--- config.mk ---
export PLATFORM = sky130hd
export DESIGN_NAME = acc_bank
export DESIGN_NICKNAME = d
export VERILOG_FILES = /design/src/rtl/acc_pkg.sv /design/src/rtl/seq_mul.sv /design/src/rtl/acc_bank.sv
export SDC_FILE = /design/constraint.sdc
export NUM_CORES = 1
export LEC_CHECK = 0
export BUFFER_PORTS_ARGS = -buffer_cell sky130_fd_sc_hd__buf_2
export CAP_MARGIN = 20
export CELL_PAD_IN_SITES_DETAIL_PLACEMENT = 1
export CELL_PAD_IN_SITES_GLOBAL_PLACEMENT = 1
export CORE_ASPECT_RATIO = 0.5
export CORE_MARGIN = 1
export CORE_UTILIZATION = 50
export CTS_BUF_LIST = sky130_fd_sc_hd__clkbuf_2
export CTS_CLUSTER_DIAMETER = 80
export DETAILED_ROUTE_END_ITERATION = 7
export PLACE_DENSITY_LB_ADDON = 0.12
export SYNTH_ARGS = -nofsm -noshare
export SYNTH_HDL_FRONTEND = slang
export SYNTH_SLANG_ARGS = --single-unit
--- constraint.sdc ---
create_clock -name i_clk -period 6.05 [get_ports i_clk]
set_input_delay 0.3025 -clock i_clk [delete_from_list [all_inputs] [get_ports i_clk]]
set_output_delay 0.3025 -clock i_clk [all_outputs]
set_load 0.005 [all_outputs]
--- src/rtl/acc_pkg.sv ---
// Shared opcodes, controller states and the saturation helper used by the
// accumulator bank and its multiplier.
package acc_pkg;

  localparam logic [2:0] OP_NOP  = 3'b000;
  localparam logic [2:0] OP_LOAD = 3'b001;
  localparam logic [2:0] OP_ADD  = 3'b010;
  localparam logic [2:0] OP_SUB  = 3'b011;
  localparam logic [2:0] OP_MUL  = 3'b100;
  localparam logic [2:0] OP_MAC  = 3'b101;
  localparam logic [2:0] OP_CLR  = 3'b110;
  localparam logic [2:0] OP_NOP7 = 3'b111;

  typedef enum logic [1:0] {
    ST_IDLE = 2'b00,
    ST_ITER = 2'b01,
    ST_WB   = 2'b10
  } state_t;

  // Largest or smallest signed value of the given width, sign-extended to 64
  // bits; callers cast it down to their own width.
  function automatic logic [63:0] satBound(input int unsigned width, input logic negative);
    logic [63:0] maxVal;
    maxVal = (64'd1 << (width - 1)) - 64'd1;
    return negative ? ~maxVal : maxVal;
  endfunction

endpackage

--- src/rtl/seq_mul.sv ---
// Unsigned shift-add multiplier: one partial product per cycle for N_BUS
// cycles after start; last_o marks the cycle whose edge adds the final step.
module seq_mul #(
  parameter int N_BUS = 16
) (
  input  logic               clk_i,
  input  logic               rst_i,
  input  logic               start_i,
  input  logic [N_BUS-1:0]   a_i,
  input  logic [N_BUS-1:0]   b_i,
  output logic [2*N_BUS-1:0] prod_o,
  output logic               last_o
);

  localparam int CNT_W = $clog2(N_BUS + 1);

  logic [2*N_BUS-1:0] mcand_q;
  logic [2*N_BUS-1:0] prod_q;
  logic [N_BUS-1:0]   mplr_q;
  logic [CNT_W-1:0]   cnt_q;
  logic               run_q;

  assign last_o = run_q && (cnt_q == CNT_W'(1));
  assign prod_o = prod_q;

  always_ff @(posedge clk_i or posedge rst_i) begin
    if (rst_i) begin
      mcand_q <= '0;
      prod_q  <= '0;
      mplr_q  <= '0;
      cnt_q   <= '0;
      run_q   <= 1'b0;
    end else if (start_i) begin
      mcand_q <= {{N_BUS{1'b0}}, a_i};
      prod_q  <= '0;
      mplr_q  <= b_i;
      cnt_q   <= CNT_W'(N_BUS);
      run_q   <= 1'b1;
    end else if (run_q) begin
      if (mplr_q[0]) begin
        prod_q <= prod_q + mcand_q;
      end
      mcand_q <= mcand_q << 1;
      mplr_q  <= mplr_q >> 1;
      cnt_q   <= cnt_q - CNT_W'(1);
      if (last_o) begin
        run_q <= 1'b0;
      end
    end
  end

endmodule

--- src/rtl/acc_bank.sv ---
// Signed accumulator bank with single-cycle LOAD/ADD/SUB/CLR and a multi-cycle
// MUL/MAC built on seq_mul, plus result flags and a start/busy/done handshake.
module acc_bank
  import acc_pkg::*;
#(
  parameter int N_BUS  = 16,
  parameter int N_ACC  = 4,
  parameter bit SAT_EN = 1'b0
) (
  input  logic                       i_clk,
  input  logic                       i_rst,
  input  logic                       i_start,
  input  logic [2:0]                 i_op,
  input  logic [$clog2(N_ACC)-1:0]   i_sel,
  input  logic signed [N_BUS-1:0]    i_opa,
  input  logic signed [N_BUS-1:0]    i_opb,
  output logic signed [N_BUS-1:0]    o_acc,
  output logic                       o_busy,
  output logic                       o_done,
  output logic                       o_zero,
  output logic                       o_neg,
  output logic                       o_ovf
);

  localparam int SEL_W = $clog2(N_ACC);
  localparam int PW    = 2 * N_BUS;
  localparam logic [N_BUS-1:0] SAT_MAX = N_BUS'(satBound(N_BUS, 1'b0));
  localparam logic [N_BUS-1:0] SAT_MIN = N_BUS'(satBound(N_BUS, 1'b1));

  state_t state_q, state_d;

  logic [N_BUS-1:0] bank_q [N_ACC];
  logic [SEL_W-1:0] sel_q;
  logic             sign_q;
  logic             isMac_q;
  logic             zero_q, neg_q, ovf_q;
  logic             done_q, done_d;

  logic             wrEn;
  logic [SEL_W-1:0] wrIdx;
  logic [N_BUS-1:0] wrData;
  logic             wrOvf;
  logic             mulStart;
  logic             mulLast;

  logic [N_BUS-1:0] opaU, opbU, magA, magB;
  logic [N_BUS-1:0] accSel, accWb;
  logic [N_BUS:0]   addSum, subDiff;
  logic             addOvf, subOvf;
  logic [N_BUS-1:0] addRes, subRes;
  logic [PW-1:0]    prodU, prodS;
  logic [PW:0]      macSum;
  logic             mulOvf, macOvf;
  logic [N_BUS-1:0] macRes, wbRes;
  logic             wbOvf;

  assign accSel = bank_q[i_sel];
  assign accWb  = bank_q[sel_q];
  assign o_acc  = accSel;
  assign o_busy = (state_q != ST_IDLE);
  assign o_done = done_q;
  assign o_zero = zero_q;
  assign o_neg  = neg_q;
  assign o_ovf  = ovf_q;

  // Magnitudes stay unsigned in N_BUS bits so the most-negative operand maps to 2^(N_BUS-1).
  assign opaU = i_opa;
  assign opbU = i_opb;
  assign magA = opaU[N_BUS-1] ? (~opaU + N_BUS'(1)) : opaU;
  assign magB = opbU[N_BUS-1] ? (~opbU + N_BUS'(1)) : opbU;

  assign addSum  = {accSel[N_BUS-1], accSel} + {opaU[N_BUS-1], opaU};
  assign subDiff = {accSel[N_BUS-1], accSel} - {opaU[N_BUS-1], opaU};
  assign addOvf  = addSum[N_BUS] ^ addSum[N_BUS-1];
  assign subOvf  = subDiff[N_BUS] ^ subDiff[N_BUS-1];
  assign addRes  = (SAT_EN && addOvf) ? (addSum[N_BUS] ? SAT_MIN : SAT_MAX) : addSum[N_BUS-1:0];
  assign subRes  = (SAT_EN && subOvf) ? (subDiff[N_BUS] ? SAT_MIN : SAT_MAX) : subDiff[N_BUS-1:0];

  seq_mul #(
    .N_BUS(N_BUS)
  ) u_seq_mul (
    .clk_i  (i_clk),
    .rst_i  (i_rst),
    .start_i(mulStart),
    .a_i    (magA),
    .b_i    (magB),
    .prod_o (prodU),
    .last_o (mulLast)
  );

  // A value fits N_BUS signed when every bit from N_BUS-1 upward equals the sign.
  assign prodS  = sign_q ? (~prodU + PW'(1)) : prodU;
  assign mulOvf = ~((&prodS[PW-1:N_BUS-1]) | ~(|prodS[PW-1:N_BUS-1]));
  assign macSum = {{(N_BUS+1){accWb[N_BUS-1]}}, accWb} + {prodS[PW-1], prodS};
  assign macOvf = ~((&macSum[PW:N_BUS-1]) | ~(|macSum[PW:N_BUS-1]));
  assign macRes = (SAT_EN && macOvf) ? (macSum[PW] ? SAT_MIN : SAT_MAX) : macSum[N_BUS-1:0];
  assign wbRes  = isMac_q ? macRes : prodS[N_BUS-1:0];
  assign wbOvf  = isMac_q ? macOvf : mulOvf;

  always_comb begin
    state_d  = state_q;
    done_d   = 1'b0;
    wrEn     = 1'b0;
    wrIdx    = i_sel;
    wrData   = '0;
    wrOvf    = 1'b0;
    mulStart = 1'b0;
    unique case (state_q)
      ST_IDLE: begin
        if (i_start) begin
          done_d = 1'b1;
          case (i_op)
            OP_LOAD: begin
              wrEn   = 1'b1;
              wrData = opaU;
            end
            OP_ADD: begin
              wrEn   = 1'b1;
              wrData = addRes;
              wrOvf  = addOvf;
            end
            OP_SUB: begin
              wrEn   = 1'b1;
              wrData = subRes;
              wrOvf  = subOvf;
            end
            OP_CLR: begin
              wrEn   = 1'b1;
              wrData = '0;
            end
            OP_MUL, OP_MAC: begin
              mulStart = 1'b1;
              done_d   = 1'b0;
              state_d  = ST_ITER;
            end
            default: ;
          endcase
        end
      end
      ST_ITER: begin
        if (mulLast) begin
          state_d = ST_WB;
        end
      end
      ST_WB: begin
        wrEn    = 1'b1;
        wrIdx   = sel_q;
        wrData  = wbRes;
        wrOvf   = wbOvf;
        done_d  = 1'b1;
        state_d = ST_IDLE;
      end
      default: state_d = ST_IDLE;
    endcase
  end

  always_ff @(posedge i_clk or posedge i_rst) begin
    if (i_rst) begin
      state_q <= ST_IDLE;
      done_q  <= 1'b0;
      sel_q   <= '0;
      sign_q  <= 1'b0;
      isMac_q <= 1'b0;
      zero_q  <= 1'b0;
      neg_q   <= 1'b0;
      ovf_q   <= 1'b0;
      for (int i = 0; i < N_ACC; i++) begin
        bank_q[i] <= '0;
      end
    end else begin
      state_q <= state_d;
      done_q  <= done_d;
      if (mulStart) begin
        sel_q   <= i_sel;
        sign_q  <= opaU[N_BUS-1] ^ opbU[N_BUS-1];
        isMac_q <= (i_op == OP_MAC);
      end
      if (wrEn) begin
        bank_q[wrIdx] <= wrData;
        zero_q        <= (wrData == '0);
        neg_q         <= wrData[N_BUS-1];
        ovf_q         <= wrOvf;
      end
    end
  end

endmodule

==> results of run 1 <==
## per-stage QoR
stage | hold slack [ns] | utilization, %
final | 0.120 | 57.0
after global routing | 0.0940 | 57.0
after CTS | 0.0101 | 56.9
after detailed placement | 0.471 | 54.2
after global placement | 0.463 | 54.2
after floorplan | 0.419 | -
## flip-flops by register name (all words and copies together) (netlist names)
signal,count
sign_q,1
bank_q,64
o_neg,1
o_done,1
u_seq_mul.run_q,1
u_seq_mul.mplr_q,16
state_q,2
u_seq_mul.prod_o,32
isMac_q,1
o_zero,1
u_seq_mul.mcand_q,32
sel_q,2
u_seq_mul.cnt_q,5
o_ovf,1
## tightest hold or removal path, cell delays in order
cell	delay, ns
buf_2	0.15
o21ai_0	0.12
xnor2_1	0.20
nand2_1	0.10
o21ai_0	0.08
## routing by layer
metal	track usage (%)	vias up
met5	0	-
li1	-	5931
met1	47.0	6591
met3	5.22	58
met4	7.09	0
met2	53.8	379
## cells in the final DEF (no fill, tap or decap), types with 7 or more instances in the layout
cell type / n
a22oi_1: 7
a221oi_1: 7
a211oi_1: 14
nand3_1: 15
o31ai_1: 20
mux2i_1: 52
o21ai_0: 126
buf_4: 18
dlygate4sd3_1: 52
nand4_1: 13
o21a_1: 13
and3_1: 13
o41ai_1: 9
a31oi_1: 12
clkbuf_2: 17
inv_1: 61
mux2_2: 66
ha_1: 98
mux4_2: 32
nand2b_1: 21
or3_1: 14
buf_2: 60
nor3_1: 27
dfrtp_1: 159
nand3b_1: 9
or4_1: 13
a21o_1: 23
nand2_1: 183
xnor2_1: 83
nor4_1: 8
o22ai_1: 16
xor2_1: 36
o211ai_1: 13
nor2_1: 109
nor2b_1: 18
a21oi_1: 98
o21bai_1: 14
## final timing paths
check,start,to,slack (ns),depth (start not counted)
max,u_seq_mul.prod_o[1],o_ovf,0.36,21
min,i_opa[9],u_seq_mul.mcand_q[10],0.12,5
max reg2reg,u_seq_mul.prod_o[1],o_ovf,0.36,21
min reg2reg,o_zero,o_zero,0.52,2
max in group asynchronous,i_rst,bank_q[30],4.43,4
min in group asynchronous,i_rst,o_done,0.18,3
## kinds of logic (layout without fill, tap and decap cells)
| logic type | count (synthesis) | in the layout |
|---|---|---|
| xor+xnor | 120 | 120 |
| buf+inv | 140 | 225 |
| fa+ha+maj | 103 | 103 |
| flops | 160 | 160 |
| mux | 151 | 151 |
| other cells | 0 | 1 |
| compound gates | 430 | 430 |
| simple gates | 474 | 474 |
## layout make-up
class / instances / area share [%]
timing repair buffer: 131 / 6.32
multi-input combinational: 1278 / 61.5
sequential: 160 / 26.1
inverter: 62 / 1.55
clock inverter: 15 / 0.873
clock buffer: 17 / 0.555
antenna: 1 / 0.0163
tap: 374 / 3.05
## power by group through the flow
stage	Sequential [mW]	Combinational, mW	Clock (mW)
6_report	1.73	4.19	0.604
4_1_cts	1.71	4.09	0.610
3_5_place_dp	1.74	4.03	0
5_1_grt	1.76	4.54	0.646
2_1_floorplan	1.57	3.03	0
3_3_place_gp	1.71	3.86	0
## timing repair
item                                   in CTS  in global routing
setup buffers                               0                  0
setup endpoints to repair                   0                  1
endpoints found under the hold margin     123                  0
hold buffers                               52                  0
resized for setup                           0                  2
==> impl_metrics.env, run 1 <==
export IMPL_antenna_found_initial=1
export IMPL_fmax_mhz=176
export IMPL_cts_root_buf="clkbuf_2"
export IMPL_p_per_area_nw_per_um2=425
export IMPL_synth_top_area_share_pct=28.7
export IMPL_tightest_slew_ns=1.17
export IMPL_grt_setup_unrepaired="no"
export IMPL_hpwl_mm=34.0
export IMPL_cpMaxStageDelayCell="dfrtp_1"
export IMPL_multi_input_area_um2=9430
export IMPL_p_switching_mw=3.34
export IMPL_p_leak_nw=6.91
export IMPL_fin_ws_ns=0.361
export IMPL_dp_cells=1952
export IMPL_critPathMaxStageDelay_ns=0.48
export IMPL_cp_top_family="simple AND/OR/NAND/NOR gates"
export IMPL_maxCapViolCount=0
export IMPL_wl_per_cell_um=23.0
export IMPL_wl_met2_mm=21.7
export IMPL_yosys_top_cells_area="dfrtp_1, ha_1, mux2_2"
export IMPL_cts_buffer_depth=2
export IMPL_area_growth_pct=9.90
export IMPL_final_instance_count_excl_fill=2038
export IMPL_place_ws_ns=0.338
export IMPL_ios=61
export IMPL_die_width_um=238
export IMPL_synthArstFlopShare_pct=100
export IMPL_cp_common_cell="or3_1"
export IMPL_row_count=42
export IMPL_synth_seq_cells=160
export IMPL_ys_seq_area_share_pct=28.7
export IMPL_grt_max_degree=89
export IMPL_seqPwrFrac_pct=26.5
export IMPL_power_mw=6.51
export IMPL_slew_violations=0
export IMPL_combPwrFrac_pct=64.2
export IMPL_synth_compound_area_share_pct=19.9
export IMPL_startpoint_type="register"
export IMPL_top_layer_used="met4"
export IMPL_synth_flop_cell="dfrtp_1"
export IMPL_grt_pass1_wl_mm=74.1
export IMPL_clock_sinks=160
export IMPL_grt_use_total_pct=33.3
export IMPL_gp_congestion=0.878
export IMPL_die_h_um=120
export IMPL_fillers=3211
export IMPL_status="finished, final reports clean"
export IMPL_fin_skew_ns=0.0269
export IMPL_muxShareOfSynthArea_pct=14.3
export IMPL_maxSlewHeadroom_pct=22.1
export IMPL_layout_min_cycle_time_ns=5.69
export IMPL_drtIter0Drc=1067
export IMPL_drc_errors=0
export IMPL_critPathKind="reg2reg"
export IMPL_crit_required_ns=6.77
export IMPL_yosys_area_share_xor_xnor_pct=7.63
export IMPL_cts_made_buffers=17
export IMPL_crit_path_max_fanout=8
export IMPL_hold_viol=0
export IMPL_wl_met1_mm=21.9
export IMPL_coreArea_um2=26900
export IMPL_fin_nets=1793
export IMPL_synthTopCellsByCount="nand2_1, dfrtp_1, o21ai_0"
export IMPL_crit_chain="inv_1 > ha_1 > nor2b_1 > nand4_1 > or3_1 > or3_1 > o41ai_1 > xor2_1 > inv_1 > ha_1 > and3_1 > nand2_1 > or3_1 > nand3b_1 > a31oi_1 > a211o_1 > nor3_1 > nand4_1 > or4_1 > o211ai_1 > o211ai_1"
export IMPL_seq_area_um2=4010
export IMPL_p_sw_share_pct=51.3
export IMPL_met3_length_mm=2.62
export IMPL_synth_fa_ha_area_share_pct=9.45
export IMPL_grt_ovfl_total=0
export IMPL_cp_num_buf_inv=2
export IMPL_syn_area_um2=14000
export IMPL_first_pass_iters=7
export IMPL_grt_pass1_vias=13200
export IMPL_drtAntennaViolNets=0
export IMPL_setup_viol=0
export IMPL_synth_edf_count=0
export IMPL_drive_gt1_share_pct=14.0
export IMPL_design_area_um2=15300
export IMPL_vias=13000
export IMPL_wirelength_mm=46.8
export IMPL_vdd_ir_drop_max_uv=153
export IMPL_start_util_pct=51.9
export IMPL_avgSynthCellArea_um2=8.84
export IMPL_synthSimpleGateAreaFrac_pct=16.2
export IMPL_fin_crit_sh_pct=94.0
export IMPL_synth_warnings=0
export IMPL_die_area_um2=28600
export IMPL_htreeDepth=4
export IMPL_hp_class="in2reg"
export IMPL_synth_top_family_by_area="compound AO/OA/AOI/OAI gates"
export IMPL_critPathCaptureType="register"
export IMPL_p_clk_share_pct=9.3
export IMPL_via_per_inst=6.36
export IMPL_arrival_ns=6.41
export IMPL_syn_nets=1721
export IMPL_synth_top_area_cell="dfrtp_1"
export IMPL_synth_cells=1578
export IMPL_place_area_um2=14600
export IMPL_power_internal_mw=3.18
export IMPL_tns_ns=0
export IMPL_yosysMostFrequentCell="nand2_1"
export IMPL_cts_clk_slew_worst_paths_ns=0.27
export IMPL_port_buffers=60
export IMPL_clk_latency_ns=0.84
export IMPL_ys_types=79
export IMPL_tritoncts="built"
Note: power is estimated with default switching activity, not from simulation.
==> run 2, diff against run 1 <==
--- a/config.mk
+++ b/config.mk
@@ -11,11 +11,12 @@
 export CELL_PAD_IN_SITES_GLOBAL_PLACEMENT = 1
 export CORE_ASPECT_RATIO = 0.5
 export CORE_MARGIN = 1
-export CORE_UTILIZATION = 50
+export CORE_UTILIZATION = 45
 export CTS_BUF_LIST = sky130_fd_sc_hd__clkbuf_2
 export CTS_CLUSTER_DIAMETER = 80
 export DETAILED_ROUTE_END_ITERATION = 7
 export PLACE_DENSITY_LB_ADDON = 0.12
+export SETUP_SLACK_MARGIN = 0.5
 export SYNTH_ARGS = -nofsm -noshare
 export SYNTH_HDL_FRONTEND = slang
 export SYNTH_SLANG_ARGS = --single-unit
==> impl_metrics.env, run 2 (synthesized netlist as in run 1, its figures left out) <==
export IMPL_status="finished, final reports clean"
export IMPL_fin_ws_ns=0.718
export IMPL_tns_ns=0
export IMPL_place_area_um2=14600
export IMPL_crit_chain="inv_1 > ha_2 > nor2b_4 > nand4_1 > or3_4 > or3_4 > o41ai_4 > xor2_1 > inv_1 > ha_4 > and3_4 > nand2_1 > or3_1 > nand3b_1 > a31oi_1 > a211o_1 > nor3_2 > nand4_1 > or4_1 > o211ai_1 > o211ai_1"
export IMPL_start_util_pct=45.9
export IMPL_cpMaxStageDelayCell="dfrtp_1"
export IMPL_crit_path_max_fanout=6
export IMPL_die_h_um=127
export IMPL_fmax_mhz=188
export IMPL_area_growth_pct=13.5
export IMPL_die_width_um=251
export IMPL_first_pass_iters=5
export IMPL_regMostFlops="bank_q"
export IMPL_vdd_ir_drop_max_uv=183
export IMPL_cts_clk_slew_worst_paths_ns=0.31
export IMPL_setup_viol=0
export IMPL_fin_crit_sh_pct=88.1
export IMPL_cts_buffer_depth=2
export IMPL_maxSlewHeadroom_pct=23.1
export IMPL_design_area_um2=15800
export IMPL_drtAntennaViolNets=0
export IMPL_wirelength_mm=46.4
export IMPL_cts_root_buf="clkbuf_2"
export IMPL_clock_sinks=160
export IMPL_drc_errors=0
export IMPL_cts_made_buffers=17
export IMPL_htreeDepth=4
export IMPL_wl_per_cell_um=22.2
export IMPL_critPathCaptureType="register"
export IMPL_grt_use_total_pct=29.5
export IMPL_hp_class="in2reg"
export IMPL_mostFrequentLayoutCells="nand2_1, dfrtp_1, o21ai_0"
export IMPL_hpwl_mm=34.0
export IMPL_ios=61
export IMPL_grt_max_degree=72
export IMPL_grt_setup_unrepaired="no"
export IMPL_fin_nets=1820
export IMPL_via_per_inst=6.15
export IMPL_drtIter0Drc=622
export IMPL_crit_required_ns=6.81
export IMPL_tightest_slew_ns=1.15
export IMPL_layout_commonest_cell="nand2_1"
export IMPL_hold_viol=0
export IMPL_critPathKind="reg2reg"
export IMPL_maxCapViolCount=0
export IMPL_tritoncts="built"
export IMPL_port_buffers=60
export IMPL_drive_gt1_share_pct=16.9
export IMPL_startpoint_type="register"
export IMPL_cp_top_family="simple AND/OR/NAND/NOR gates"
export IMPL_grt_ovfl_total=0
export IMPL_p_leak_nw=7.09
export IMPL_row_count=45
export IMPL_gp_congestion=0.900
export IMPL_slew_violations=0
export IMPL_largest_reg_flops=64
export IMPL_cp_num_buf_inv=2
export IMPL_antenna_found_initial=1
export IMPL_vias=12900
export IMPL_grt_pass1_vias=13100
export IMPL_critPathMaxStageDelay_ns=0.46
export IMPL_grt_pass1_wl_mm=73.7
export IMPL_die_area_um2=31800
export IMPL_arrival_ns=6.09
export IMPL_fin_skew_ns=0.0627
export IMPL_clk_latency_ns=0.89
export IMPL_layout_min_cycle_time_ns=5.33
export IMPL_coreArea_um2=30400
export IMPL_p_per_area_nw_per_um2=427
export IMPL_place_ws_ns=0.354
## run 2: cell types whose count changed in the layout (fill, tap and decap cells not counted), moves of 5 or more
| cell | before | now |
|---|---|---|
| buf_4 | 18 | 38 |
| dfrtp_1 | 159 | 151 |
| dfrtp_2 | 1 | 9 |
| dlygate4sd3_1 | 52 | 60 |
| ha_1 | 98 | 92 |
| ha_4 | 0 | 5 |
## run 2: area by class of cell
cell class / instances / area (µm²)
Inverter: 62 / 238
Clock inverter: 15 / 186
Multi-Input combinational cell: 1278 / 9620
Fill cell: 3552 / 14600
Timing Repair Buffer: 158 / 1190
Tap cell: 399 / 499
Clock buffer: 17 / 85.1
Sequential cell: 160 / 4020
Antenna cell: 2 / 5.00
## run 2: per-stage QoR
| stage | hold WS [ns] | std cells | util (%) | power (mW) |
|---|---|---|---|---|
| CTS | 0.129 | 2074 | 51.2 | 6.53 |
| global route | 0.145 | 2089 | 52.1 | 7.29 |
| floorplan | 0.419 | 1578 | - | 4.60 |
| detailed placement | 0.352 | 1979 | 48.1 | 5.72 |
| global placement | 0.349 | 1979 | 48.1 | 5.59 |
| finish | 0.217 | 2091 | 52.1 | 6.77 |
## run 2: worst paths after layout
kind | slack (ns) | end | startpoint | depth (start not counted)
max in group asynchronous | 4.19 | u_seq_mul.run_q | i_rst | 5
max | 0.72 | o_ovf | u_seq_mul.prod_o[1] | 21
max reg2reg | 0.72 | o_ovf | u_seq_mul.prod_o[1] | 21
min | 0.22 | bank_q[0] | i_op[1] | 4
min in group asynchronous | 0.54 | bank_q[17] | i_rst | 4
min reg2reg | 0.50 | o_done | state_q[0] | 1
## run 2: routing by layer
layer / up-vias / track usage, % / part of all wire [%]
met5: - / 0 / 0
met4: 0 / 7.35 / 1.5
met3: 47 / 6.48 / 5.1
met2: 281 / 47.1 / 46
met1: 6548 / 40.8 / 48
li1: 5978 / - / -
## run 2: timing repair
action                                 in CTS  in global routing
hold buffers                               60                  0
endpoints found under the hold margin     136                  0
resized for setup                          10                 38
pin swaps                                   2                  7
setup endpoints to repair                   1                  2
buffers inserted                            3                 14
## run 2: power by group
part / internal [mW] / leakage [nW] / switching [mW]
Clock: 0.214 / 0.161 / 0.479
Sequential: 1.36 / 2.10 / 0.366
Combinational: 1.81 / 4.82 / 2.54
Total: 3.38 / 7.09 / 3.38
## run 2: worst reg2reg max path: stages (launching register included)
cell	delay, ns
dfrtp_1	0.46
inv_1	0.13
ha_2	0.21
nor2b_4	0.16
nand4_1	0.18
or3_4	0.41
or3_4	0.42
o41ai_4	0.23
xor2_1	0.25
inv_1	0.12
ha_4	0.31
and3_4	0.21
nand2_1	0.13
or3_1	0.35
nand3b_1	0.11
a31oi_1	0.06
a211o_1	0.31
nor3_2	0.16
nand4_1	0.12
or4_1	0.42
o211ai_1	0.32
o211ai_1	0.14
==> run 3, diff against run 2 <==
--- a/config.mk
+++ b/config.mk
@@ -19,4 +19,5 @@
 export SETUP_SLACK_MARGIN = 0.5
 export SYNTH_ARGS = -nofsm -noshare
 export SYNTH_HDL_FRONTEND = slang
+export SYNTH_HIERARCHICAL = 1
 export SYNTH_SLANG_ARGS = --single-unit
==> impl_metrics.env, run 3 <==
export IMPL_holdPathEnd="sign_q"
export IMPL_first_pass_iters=8
export IMPL_vias=13300
export IMPL_tritoncts="built"
export IMPL_place_ws_ns=0.392
export IMPL_multi_input_area_um2=9790
export IMPL_dp_cells=2064
export IMPL_htreeDepth=4
export IMPL_synth_top_area_share_pct=27.9
export IMPL_die_h_um=128
export IMPL_drc_errors=2
export IMPL_cpMaxStageDelayCell="dfrtp_1"
export IMPL_critPathKind="reg2reg"
export IMPL_cp_top_family="simple AND/OR/NAND/NOR gates"
export IMPL_tns_ns=0
export IMPL_hold_viol=0
export IMPL_layout_commonest_cell="nand2_1"
export IMPL_reg2reg_from="u_seq_mul/prod_o[2]"
export IMPL_drive_gt1_share_pct=14.6
export IMPL_grt_pass1_wl_mm=76.1
export IMPL_fin_util_pct=51.1
export IMPL_fin_nets=1853
export IMPL_cp_num_buf_inv=0
export IMPL_mostFrequentLayoutCells="nand2_1, dfrtp_1, a21oi_1"
export IMPL_fin_skew_ns=0.0533
export IMPL_coreArea_um2=30900
export IMPL_hpwl_mm=35.8
export IMPL_gp_congestion=1.01
export IMPL_cts_made_buffers=17
export IMPL_largest_reg_flops=64
export IMPL_synthArstFlopShare_pct=100
export IMPL_grt_pass1_vias=13700
export IMPL_layout_min_cycle_time_ns=5.20
export IMPL_area_growth_pct=9.73
export IMPL_place_area_um2=15000
export IMPL_yosysMostFrequentCell="nand2_1"
export IMPL_cts_buffer_depth=2
export IMPL_slew_violations=0
export IMPL_maxSlewHeadroom_pct=16.3
export IMPL_setup_viol=0
export IMPL_antenna_found_initial=1
export IMPL_startpoint_type="register"
export IMPL_fin_ws_ns=0.850
export IMPL_path_depth=16
export IMPL_seq_area_um2=4010
export IMPL_grt_max_degree=75
export IMPL_yosys_top_cells_area="dfrtp_1, ha_1, nand2_1"
export IMPL_status="finished, violations left"
export IMPL_syn_nets=1791
export IMPL_ys_seq_area_share_pct=27.9
export IMPL_grt_use_total_pct=29.8
export IMPL_avgSynthCellArea_um2=8.72
export IMPL_design_area_um2=15800
export IMPL_cp_common_cell="o41ai_1"
export IMPL_p_leak_nw=7.17
export IMPL_tightest_slew_ns=1.24
export IMPL_syn_area_um2=14400
export IMPL_synth_cells=1647
export IMPL_cts_clk_slew_worst_paths_ns=0.29
export IMPL_fin_crit_sh_pct=86.0
export IMPL_crit_required_ns=6.80
export IMPL_synth_flop_cell="dfrtp_1"
export IMPL_critPathCaptureType="register"
export IMPL_r2r_end="o_ovf"
export IMPL_clock_sinks=160
export IMPL_start_util_pct=46.5
export IMPL_drtIter0Drc=985
export IMPL_holdPathStages=4
export IMPL_wl_per_cell_um=22.0
export IMPL_reg2reg_slack_ns=0.85
export IMPL_synthTopCellsByCount="nand2_1, dfrtp_1, a21oi_1"
export IMPL_fillers=3712
export IMPL_wirelength_mm=47.3
export IMPL_die_width_um=255
export IMPL_reg2reg_depth=16
export IMPL_vdd_ir_drop_max_uv=270
export IMPL_fmax_mhz=192
export IMPL_crit_chain="nor4_4 > nand4_1 > or2_2 > o41ai_1 > xnor2_1 > ha_1 > nand2_1 > a21oi_1 > o211ai_1 > nand3_1 > a41o_1 > a41oi_1 > xor2_1 > or4bb_1 > o41ai_1 > o21ai_0"
export IMPL_grt_ovfl_total=0
export IMPL_die_area_um2=32700
export IMPL_drtAntennaViolNets=0
export IMPL_violations="DRC"
export IMPL_ios=61
export IMPL_synth_warnings=6
export IMPL_synth_seq_cells=160
export IMPL_synth_top_area_cell="dfrtp_1"
export IMPL_grt_setup_unrepaired="no"
export IMPL_ys_types=91
export IMPL_port_buffers=60
export IMPL_arrival_ns=5.95
export IMPL_crit_path_max_fanout=8
export IMPL_via_per_inst=6.18
export IMPL_maxCapViolCount=0
export IMPL_power_mw=8.94
export IMPL_whs_ns=0.110
export IMPL_clk_latency_ns=0.86
export IMPL_hp_class="in2reg"
export IMPL_final_instance_count_excl_fill=2146
export IMPL_critPathMaxStageDelay_ns=0.55
export IMPL_row_count=45
export IMPL_cts_root_buf="clkbuf_2"
export IMPL_hold_start="i_opa[15]"
export IMPL_synth_edf_count=0
export IMPL_regMostFlops="bank_q"
export IMPL_p_per_area_nw_per_um2=567
==> run 3: power breakdown <==
| group | switching [mW] | total [mW] | internal (mW) |
|---|---|---|---|
| logic | 3.93 | 6.45 | 2.52 |
| registers | 0.434 | 1.85 | 1.42 |
| clock network | 0.466 | 0.640 | 0.174 |
==> run 3: worst max-delay path by stage <==
stage / startpoint / to / slack (ns)
finish: u_seq_mul/prod_o[2] / o_ovf / 0.85
global route: u_seq_mul/prod_o[2] / o_ovf / 0.49
CTS: u_seq_mul/prod_o[8] / o_ovf / 0.56
detailed placement: u_seq_mul/prod_o[6] / o_ovf / 0.39
global placement: u_seq_mul/prod_o[6] / o_ovf / 0.61
floorplan: i_sel[0] / o_zero / 0.76
==> run 3: area by class of cell <==
type	instances	area share, %
antenna	1	0.0159
clock buffer	17	0.540
clock inverter	15	1.06
inverter	67	1.61
multi-input combinational	1335	62.1
sequential	160	25.4
tap	423	3.36
timing repair buffer	128	5.89
==> run 3: metal layers <==
layer  GRT usage (%)  wire length (µm)  share of wire [%]
met4            4.65               439               0.93
met3            5.34              2520                5.3
met5               0                 0                  0
met2            47.4             21300                 45
met1            43.0             23000                 49
==> run 3: cells by family after synthesis <==
family,after synthesis,synth area share [%]
XOR/XNOR,118,7.25
buffers and inverters,152,4.18
AO/OA/AOI/OAI,455,20.6
AND/OR/NAND/NOR,513,17.4
multiplexers,145,13.4
adder cells (fa/ha/maj),104,9.27
flip-flops,160,27.9
==> run 3: timing repair <==
action	in CTS	in global routing
endpoints found under the hold margin	195	0
resized for setup	1	4
pin swaps	0	1
hold buffers	47	0
setup endpoints to repair	1	1
setup buffers	0	2
==> run 3: worst min-delay path, stage by stage <==
cell,delay [ns]
buf_2,0.25
xor2_1,0.22
nor2_1,0.10
a21oi_1,0.05
